===== config.mk =====
export PLATFORM = sky130hd
export DESIGN_NAME = seg_scan_decoder
export DESIGN_NICKNAME = d
export VERILOG_FILES = /design/src/rtl/seg_scan_decoder.sv
export SDC_FILE = /design/constraint.sdc
export NUM_CORES = 1
export LEC_CHECK = 0
export CORE_UTILIZATION = 63
export DETAILED_ROUTE_END_ITERATION = 6
export DONT_BUFFER_PORTS = 1
export HOLD_SLACK_MARGIN = 0.03
export PLACE_DENSITY = 0.79
export SETUP_SLACK_MARGIN = 0.15
export SYNTH_ARGS = -nofsm -noshare
export SYNTH_HDL_FRONTEND = slang
export SYNTH_SLANG_ARGS = --single-unit

===== constraint.sdc =====
create_clock -name clk -period 3.23 [get_ports clk]
set_clock_uncertainty 0.1 [all_clocks]
set_input_delay 0.323 -clock clk [delete_from_list [all_inputs] [get_ports clk]]
set_output_delay 0.323 -clock clk [all_outputs]
set_load 0.01 [all_outputs]

===== src/rtl/seg_scan_decoder.sv =====
// Receive-side monitor for a multiplexed 4-digit seven-segment bus: waits for each
// digit dwell to settle, decodes it back to BCD and publishes complete frames.
module seg_scan_decoder #(
    parameter int SETTLE = 4
) (
    input  logic        clk,
    input  logic        rst_n,
    input  logic [6:0]  seg,
    input  logic [3:0]  an,
    output logic [15:0] digits,
    output logic [3:0]  digit_err,
    output logic        frame_valid,
    output logic        frame_err
);

    localparam logic [7:0] SETTLE_CNT = 8'(SETTLE);

    typedef enum logic [1:0] {
        IDLE,
        SETTLING,
        HELD
    } state_t;

    state_t      state_q, state_d;
    logic [7:0]  cnt_q, cnt_d;
    logic [6:0]  sampleSeg_q;
    logic [3:0]  sampleAn_q;
    logic [3:0]  mask_q, mask_d;
    logic [15:0] bufVal_q, bufVal_d;
    logic [3:0]  bufErr_q, bufErr_d;
    logic [15:0] digits_q, digits_d;
    logic [3:0]  digitErr_q, digitErr_d;
    logic        frameValid_q, frameValid_d;
    logic        frameErr_q, frameErr_d;

    logic        sampleChanged;
    logic        capture;
    logic [1:0]  slot;
    logic [4:0]  decoded;
    logic [15:0] mergedVal;
    logic [3:0]  mergedErr;
    logic [3:0]  mergedMask;

    function automatic logic isLegal(input logic [3:0] a);
        case (a)
            4'b1110, 4'b1101, 4'b1011, 4'b0111: return 1'b1;
            default:                            return 1'b0;
        endcase
    endfunction

    function automatic logic [1:0] slotOf(input logic [3:0] a);
        case (a)
            4'b1101: return 2'd1;
            4'b1011: return 2'd2;
            4'b0111: return 2'd3;
            default: return 2'd0;
        endcase
    endfunction

    // Result is {err, value}; unknown patterns decode to F with the error flag set.
    function automatic logic [4:0] decodeSeg(input logic [6:0] s);
        case (s)
            7'h7E:   return 5'h00;
            7'h30:   return 5'h01;
            7'h6D:   return 5'h02;
            7'h79:   return 5'h03;
            7'h33:   return 5'h04;
            7'h5B:   return 5'h05;
            7'h5F:   return 5'h06;
            7'h70:   return 5'h07;
            7'h7F:   return 5'h08;
            7'h73:   return 5'h09;
            default: return 5'h1F;
        endcase
    endfunction

    // The raw pins are compared against the sample register, so the dwell restarts
    // on the same edge that loads the new sample.
    always_comb begin
        sampleChanged = ({seg, an} != {sampleSeg_q, sampleAn_q});
        capture       = (state_q == SETTLING) && (cnt_q == SETTLE_CNT);
        slot          = slotOf(sampleAn_q);
        decoded       = decodeSeg(sampleSeg_q);

        mergedVal                   = bufVal_q;
        mergedVal[{slot, 2'b00} +: 4] = decoded[3:0];
        mergedErr                   = bufErr_q;
        mergedErr[slot]             = decoded[4];
        mergedMask                  = mask_q | (4'b0001 << slot);

        state_d      = state_q;
        cnt_d        = cnt_q;
        mask_d       = mask_q;
        bufVal_d     = bufVal_q;
        bufErr_d     = bufErr_q;
        digits_d     = digits_q;
        digitErr_d   = digitErr_q;
        frameValid_d = 1'b0;
        frameErr_d   = 1'b0;

        if (capture) begin
            bufVal_d = mergedVal;
            bufErr_d = mergedErr;
            state_d  = HELD;
            if (mergedMask == 4'b1111) begin
                digits_d     = mergedVal;
                digitErr_d   = mergedErr;
                frameValid_d = 1'b1;
                frameErr_d   = |mergedErr;
                mask_d       = 4'b0000;
            end else begin
                mask_d = mergedMask;
            end
        end

        if (sampleChanged) begin
            if (isLegal(an)) begin
                state_d = SETTLING;
                cnt_d   = 8'd1;
            end else begin
                state_d = IDLE;
                cnt_d   = 8'd0;
            end
        end else if ((state_q == SETTLING) && (cnt_q != SETTLE_CNT)) begin
            cnt_d = cnt_q + 8'd1;
        end
    end

    always_ff @(posedge clk or negedge rst_n) begin
        if (!rst_n) begin
            state_q      <= IDLE;
            cnt_q        <= 8'd0;
            sampleSeg_q  <= 7'd0;
            sampleAn_q   <= 4'd0;
            mask_q       <= 4'd0;
            bufVal_q     <= 16'd0;
            bufErr_q     <= 4'd0;
            digits_q     <= 16'd0;
            digitErr_q   <= 4'd0;
            frameValid_q <= 1'b0;
            frameErr_q   <= 1'b0;
        end else begin
            state_q      <= state_d;
            cnt_q        <= cnt_d;
            sampleSeg_q  <= seg;
            sampleAn_q   <= an;
            mask_q       <= mask_d;
            bufVal_q     <= bufVal_d;
            bufErr_q     <= bufErr_d;
            digits_q     <= digits_d;
            digitErr_q   <= digitErr_d;
            frameValid_q <= frameValid_d;
            frameErr_q   <= frameErr_d;
        end
    end

    assign digits      = digits_q;
    assign digit_err   = digitErr_q;
    assign frame_valid = frameValid_q;
    assign frame_err   = frameErr_q;

endmodule


Yosys cells after proc, flatten, opt, wreduce, memory -nomap -nowiden
Index checks and enable logic that the tools add are counted.
{ "totals": {"register_bits": 67, "input_bits": 13, "out_inout_bits": 22, "elab_cells": 68} }
{ "classes": {"addsub": 2, "order_cmp": 2, "eq_ne": 22, "shift": 3, "muxes": 19, "bitwise": 1, "n_reduce_logical": 8} }
{ "op_table": {"columns": ["operator", "count"], "rows": [
  ["7-bit equality test, second input constant", 8],
  ["5-bit case mux with 10 select lines", 1],
  ["4-bit equality test, second input constant", 6],
  ["16-bit bitwise mux", 1],
  ["8-bit 2-to-1 mux", 2],
  ["4-bit by 6-bit variable shift with 16-bit output, first input constant", 1],
  ["4-bit by 6-bit variable part select with 16-bit output", 1],
  ["7-bit by 6-bit equality test with 1-bit output, second input constant", 2],
  ["11-bit inequality test", 1],
  ["1-bit 2-to-1 mux", 9],
  ["8-bit by 1-bit adder with 8-bit output, second input constant", 1],
  ["4-bit by 3-bit equality test with 1-bit output, second input constant", 2],
  ["8-bit by 3-bit equality test with 1-bit output, second input constant", 1],
  ["8-bit by 3-bit inequality test with 1-bit output, second input constant", 1],
  ["4-bit OR reduction", 2],
  ["4-bit negator with 6-bit output", 1],
  ["2-bit case mux with 3 select lines", 1],
  ["4-bit bitwise mux", 1],
  ["2-bit 2-to-1 mux", 2],
  ["4-bit 2-to-1 mux", 1],
  ["4-bit OR", 1],
  ["2-bit nonzero test", 2],
  ["1-bit by 2-bit << shifter with 4-bit output, first input constant", 1],
  ["1-bit logical AND", 3],
  ["other kinds (5)", 5]
]} }

Logic depth before layout (Yosys ltp)
{ "logic_depth": {"depth_word": 10, "ltp_mapped": 11} }

Worst setup path before layout
OpenSTA, ideal clock, no wires.
{ "synth_timing": {"path_type": "register to register", "start": "register sampleAn_q[3]", "end": "register digits_q[4], in the netlist digits[4]", "setup_ns": 0.133, "t_arrival_ns": 2.089, "path_slack_ns": 0.908, "path_stages_with_launch": 11, "synth_period_minus_slack_ns": 2.322, "cell_sequence": "dfrtp_1 -> xor2_1 -> nand3_1 -> inv_1 -> ha_1 -> o22ai_1 -> nor2_1 -> nand4b_1 -> clkbuf_1 -> o32ai_1 -> a21oi_1"} }
{ "synth_between": {"elab_chain_len": 6} }
{ "synth_rtl": {"columns": ["item", "line_no", "source"], "rows": [
  ["from (decl)", "27", "logic [3:0] sampleAn_q;"],
  ["from (signal assigned)", "146", "sampleAn_q <= an;"],
  ["4-bit by 3-bit equality test with 1-bit output or 4-bit equality test (tied branches)", "52", "case (a)"],
  ["2-bit case mux with 3 select lines *", "52", null],
  ["parallel branches: the longest is 4 deep, another holds 4-bit negator with 6-bit output", null, null],
  ["to (signal assigned)", "150", "digits_q <= digits_d;"],
  ["to (decl)", "31", "logic [15:0] digits_q, digits_d;"]
]} }
Mark *: on every way between the ends.
A chain may end at the register's enable or synchronous reset.

Worst setup path after layout
{ "layout_timing": {"start": "register sampleAn_q[3]", "end": "register digits_q[8], in the netlist digits[8]"} }
The elaborated chain is that of the path after synthesis.

==> results.toml <==
[clock_tree]
cts.clk_slew.worst_paths_ps = 70
cts_tree = "yes"
clock_latency_ps = 340
cts_buffers = 9
cts_htree_levels = 3
ctsLongestPathBuffers = 2
clock_sinks = 67
root_buffer = "clkbuf_8"
post_cts_resized = 0

[placed_design]
place_hpwl_um = 4370
place.gp.congestion = 0.792
dp_worst_setup_slack_ps = 560
place_area_um2 = 3430
io_buffer_count = 0

[drt]
drt_wl_total_um = 6690
viasPerCell = 5.88
wl_per_cell_um = 15.7
drtIter0Drc = 193
drc = 0
route.vias.total = 2497
ant_nets = 0
first_pass_iters = 4

[global_route]
grt_pass1_wl_um = 10800
overflow = 0
grt_usage_pct = 26.1
antenna_found_initial = 0
grt_max_degree = 68
grt_pass1_vias = 2327

[die]
placementRows = 26
die_width_um = 75.6
pin_count = 35
start_util_pct = 65.9
die_h_um = 75.6
core_area_um2 = 5170
die_area_um2 = 5710

[sta]
drv_slew = 0
worst_slew_pin_slew_ps = 644
worst_slack_ps = 538
fin_crit_ps = 2690
timing.slew.headroom_pct = 56.7
max_freq_mhz = 371
setup_tns_ps = 0
hold_violations = 0
rsz0062_at_grt = "false"
fin_crit_sh_pct = 83.4
setup_viol = 0

[critical_path]
critPathMaxStageDelay_ps = 420
cp_slowest_cell = "dfrtp_1"
path_cells = "xor2_1, nand3_1, inv_1, ha_1, o22ai_1, nor2_1, nand4b_1, buf_4, o32ai_1, a21oi_1"
critical_path_required_ps = 3330
crit_type = "reg -> reg"
start_kind = "register"
cp_max_fo = 32
arrival_ps = 2800
critPathCaptureType = "register"

[final_layout]
area_growth_pct = 9.46
final_common_cell = "dfrtp_1"
stdcell_area_um2 = 3730
drive_gt1_share_pct = 9.30
nets = 372
most-common-layout-cells = "67 x dfrtp_1, 38 x nor2_1, 34 x nand2_1, 27 x a21oi_1"
nFillCells = 370
antennaDiodeCount = 0

[logic_synthesis]
yosysWarnings = 0
synth_area_leaders = "dfrtp_1 49%, xor2_1 5.1%, nor2_1 4.2%"
synth-main-ff-cell = "dfrtp_1"
syn-cell-area_um2 = 3410
netlist_instances = 343
synth_top_area_share_pct = 49.2
async_flop_share_pct = 100
yosys.area.top_type = "dfrtp_1"
ys_ff_latch = 67
synth_edf_count = 0
synth_fp_nets = 365
postSynthAreaPerCell_um2 = 9.94
synth-seq-area-share_pct = 49.2
synth.distinct_cells = 51

[job]
max_cap_violations = 0

[power]
ir_drop_v = 0.000282
pwr-share-clk_pct = 36.7
power_frac_comb_pct = 7.7
internal_power_mw = 1.17
p_sw_mw = 0.388
swShare_pct = 24.9
seqPwrFrac_pct = 55.7
p_per_area_nw_per_um2 = 417
power_leakage_nw = 1.69

[hold_path]
hold_class = "in -> reg"

[status]
status = "finished, final reports clean"
-- path summary, 6_finish.rpt --
check	startpoint	end	slack, ps	cells after the start
worst max-delay path	sampleAn_q[3]	digits[8]	540	10
worst min-delay path	an[0]	cnt_q[0]	140	2
min in group asynchronous	rst_n	sampleSeg_q[6]	410	2
max in group asynchronous	rst_n	digit_err[2]	2350	2
worst max register to register	sampleAn_q[3]	digits[8]	540	10
worst min register to register	bufVal_q[0]	bufVal_q[0]	380	2
-- power groups by stage --
stage	combinational [mW]	clock [mW]	sequential, mW
2_1_floorplan	0.0844	0	0.869
3_3_place_gp	0.0842	0	0.881
3_5_place_dp	0.0868	0	0.882
4_1_cts	0.120	0.589	0.865
5_1_grt	0.133	0.630	0.867
6_report	0.119	0.571	0.866
-- critical path: cells and delay by family, from the launching register on --
kind | cells | cell delay, ps
fa+ha+maj | 1 | 310
xor+xnor | 1 | 170
compound gates | 3 | 550
flops | 1 | 420
buf+inv | 2 | 500
simple gates | 3 | 490
-- kinds of logic after synthesis --
logic type | synth area share (%)
adder cells (fa/ha/maj) | 3.30
multiplexers | 1.61
XOR/XNOR | 6.16
AO/OA/AOI/OAI | 16.0
AND/OR/NAND/NOR | 19.8
buffers and inverters | 3.93
flip-flops | 49.2
-- Yosys cell counts, drive strengths merged (4+ instances only) --
master and n:
o21ai 16, inv 7, dfrtp 67, o32ai 12
nand3 9, nand2 34, a21oi 30, mux2 4
nor4 5, buf 12, clkbuf 8, xnor2 4
ha 9, xor2 20, a31oi 5, nor2b 20
and3 5, a32o 4, nor2 38
-- what timing repair did --
item                                   in CTS  in global routing
setup buffers                               0                  0
hold buffers                               13                  0
endpoints found under the hold margin      78                  0
-- flip-flops by register name, indices dropped and copies added (netlist names) --
name / flops
bufErr_q: 4
bufVal_q: 16
cnt_q: 8
digit_err: 4
digits: 16
frame_err: 1
frame_valid: 1
mask_q: 4
sampleAn_q: 4
sampleSeg_q: 7
state_q: 2
-- per-layer routing --
layer	vias to the layer above	part of all wire (%)	track usage, %
li1	1216	-	-
met5	-	0	0
met2	62	47	38.4
met3	12	4.0	8.60
met1	1207	47	35.9
met4	0	1.7	10.5
-- metrics by stage --
step	instances	power, mW	hold slack [ps]	utilization [%]
2_1_floorplan	343	0.953	-72.6	-
3_3_place_gp	396	0.965	-71.3	66.2
3_5_place_dp	396	0.968	-71.1	66.2
4_1_cts	425	1.57	140	72.2
5_1_grt	425	1.63	134	72.2
6_report	425	1.56	143	72.2
-- final cells by class --
cell class	count	area (µm²)	area share (%)
repair buffers	16	183	4.89
well taps	70	87.6	2.35
flip-flops and latches	67	1680	44.9
clock buffers	10	128	3.42
inverters	7	26.3	0.704
clock inverters	6	32.5	0.871
multi-input cells	249	1600	42.9
Power figures use the tool's default switching activity.
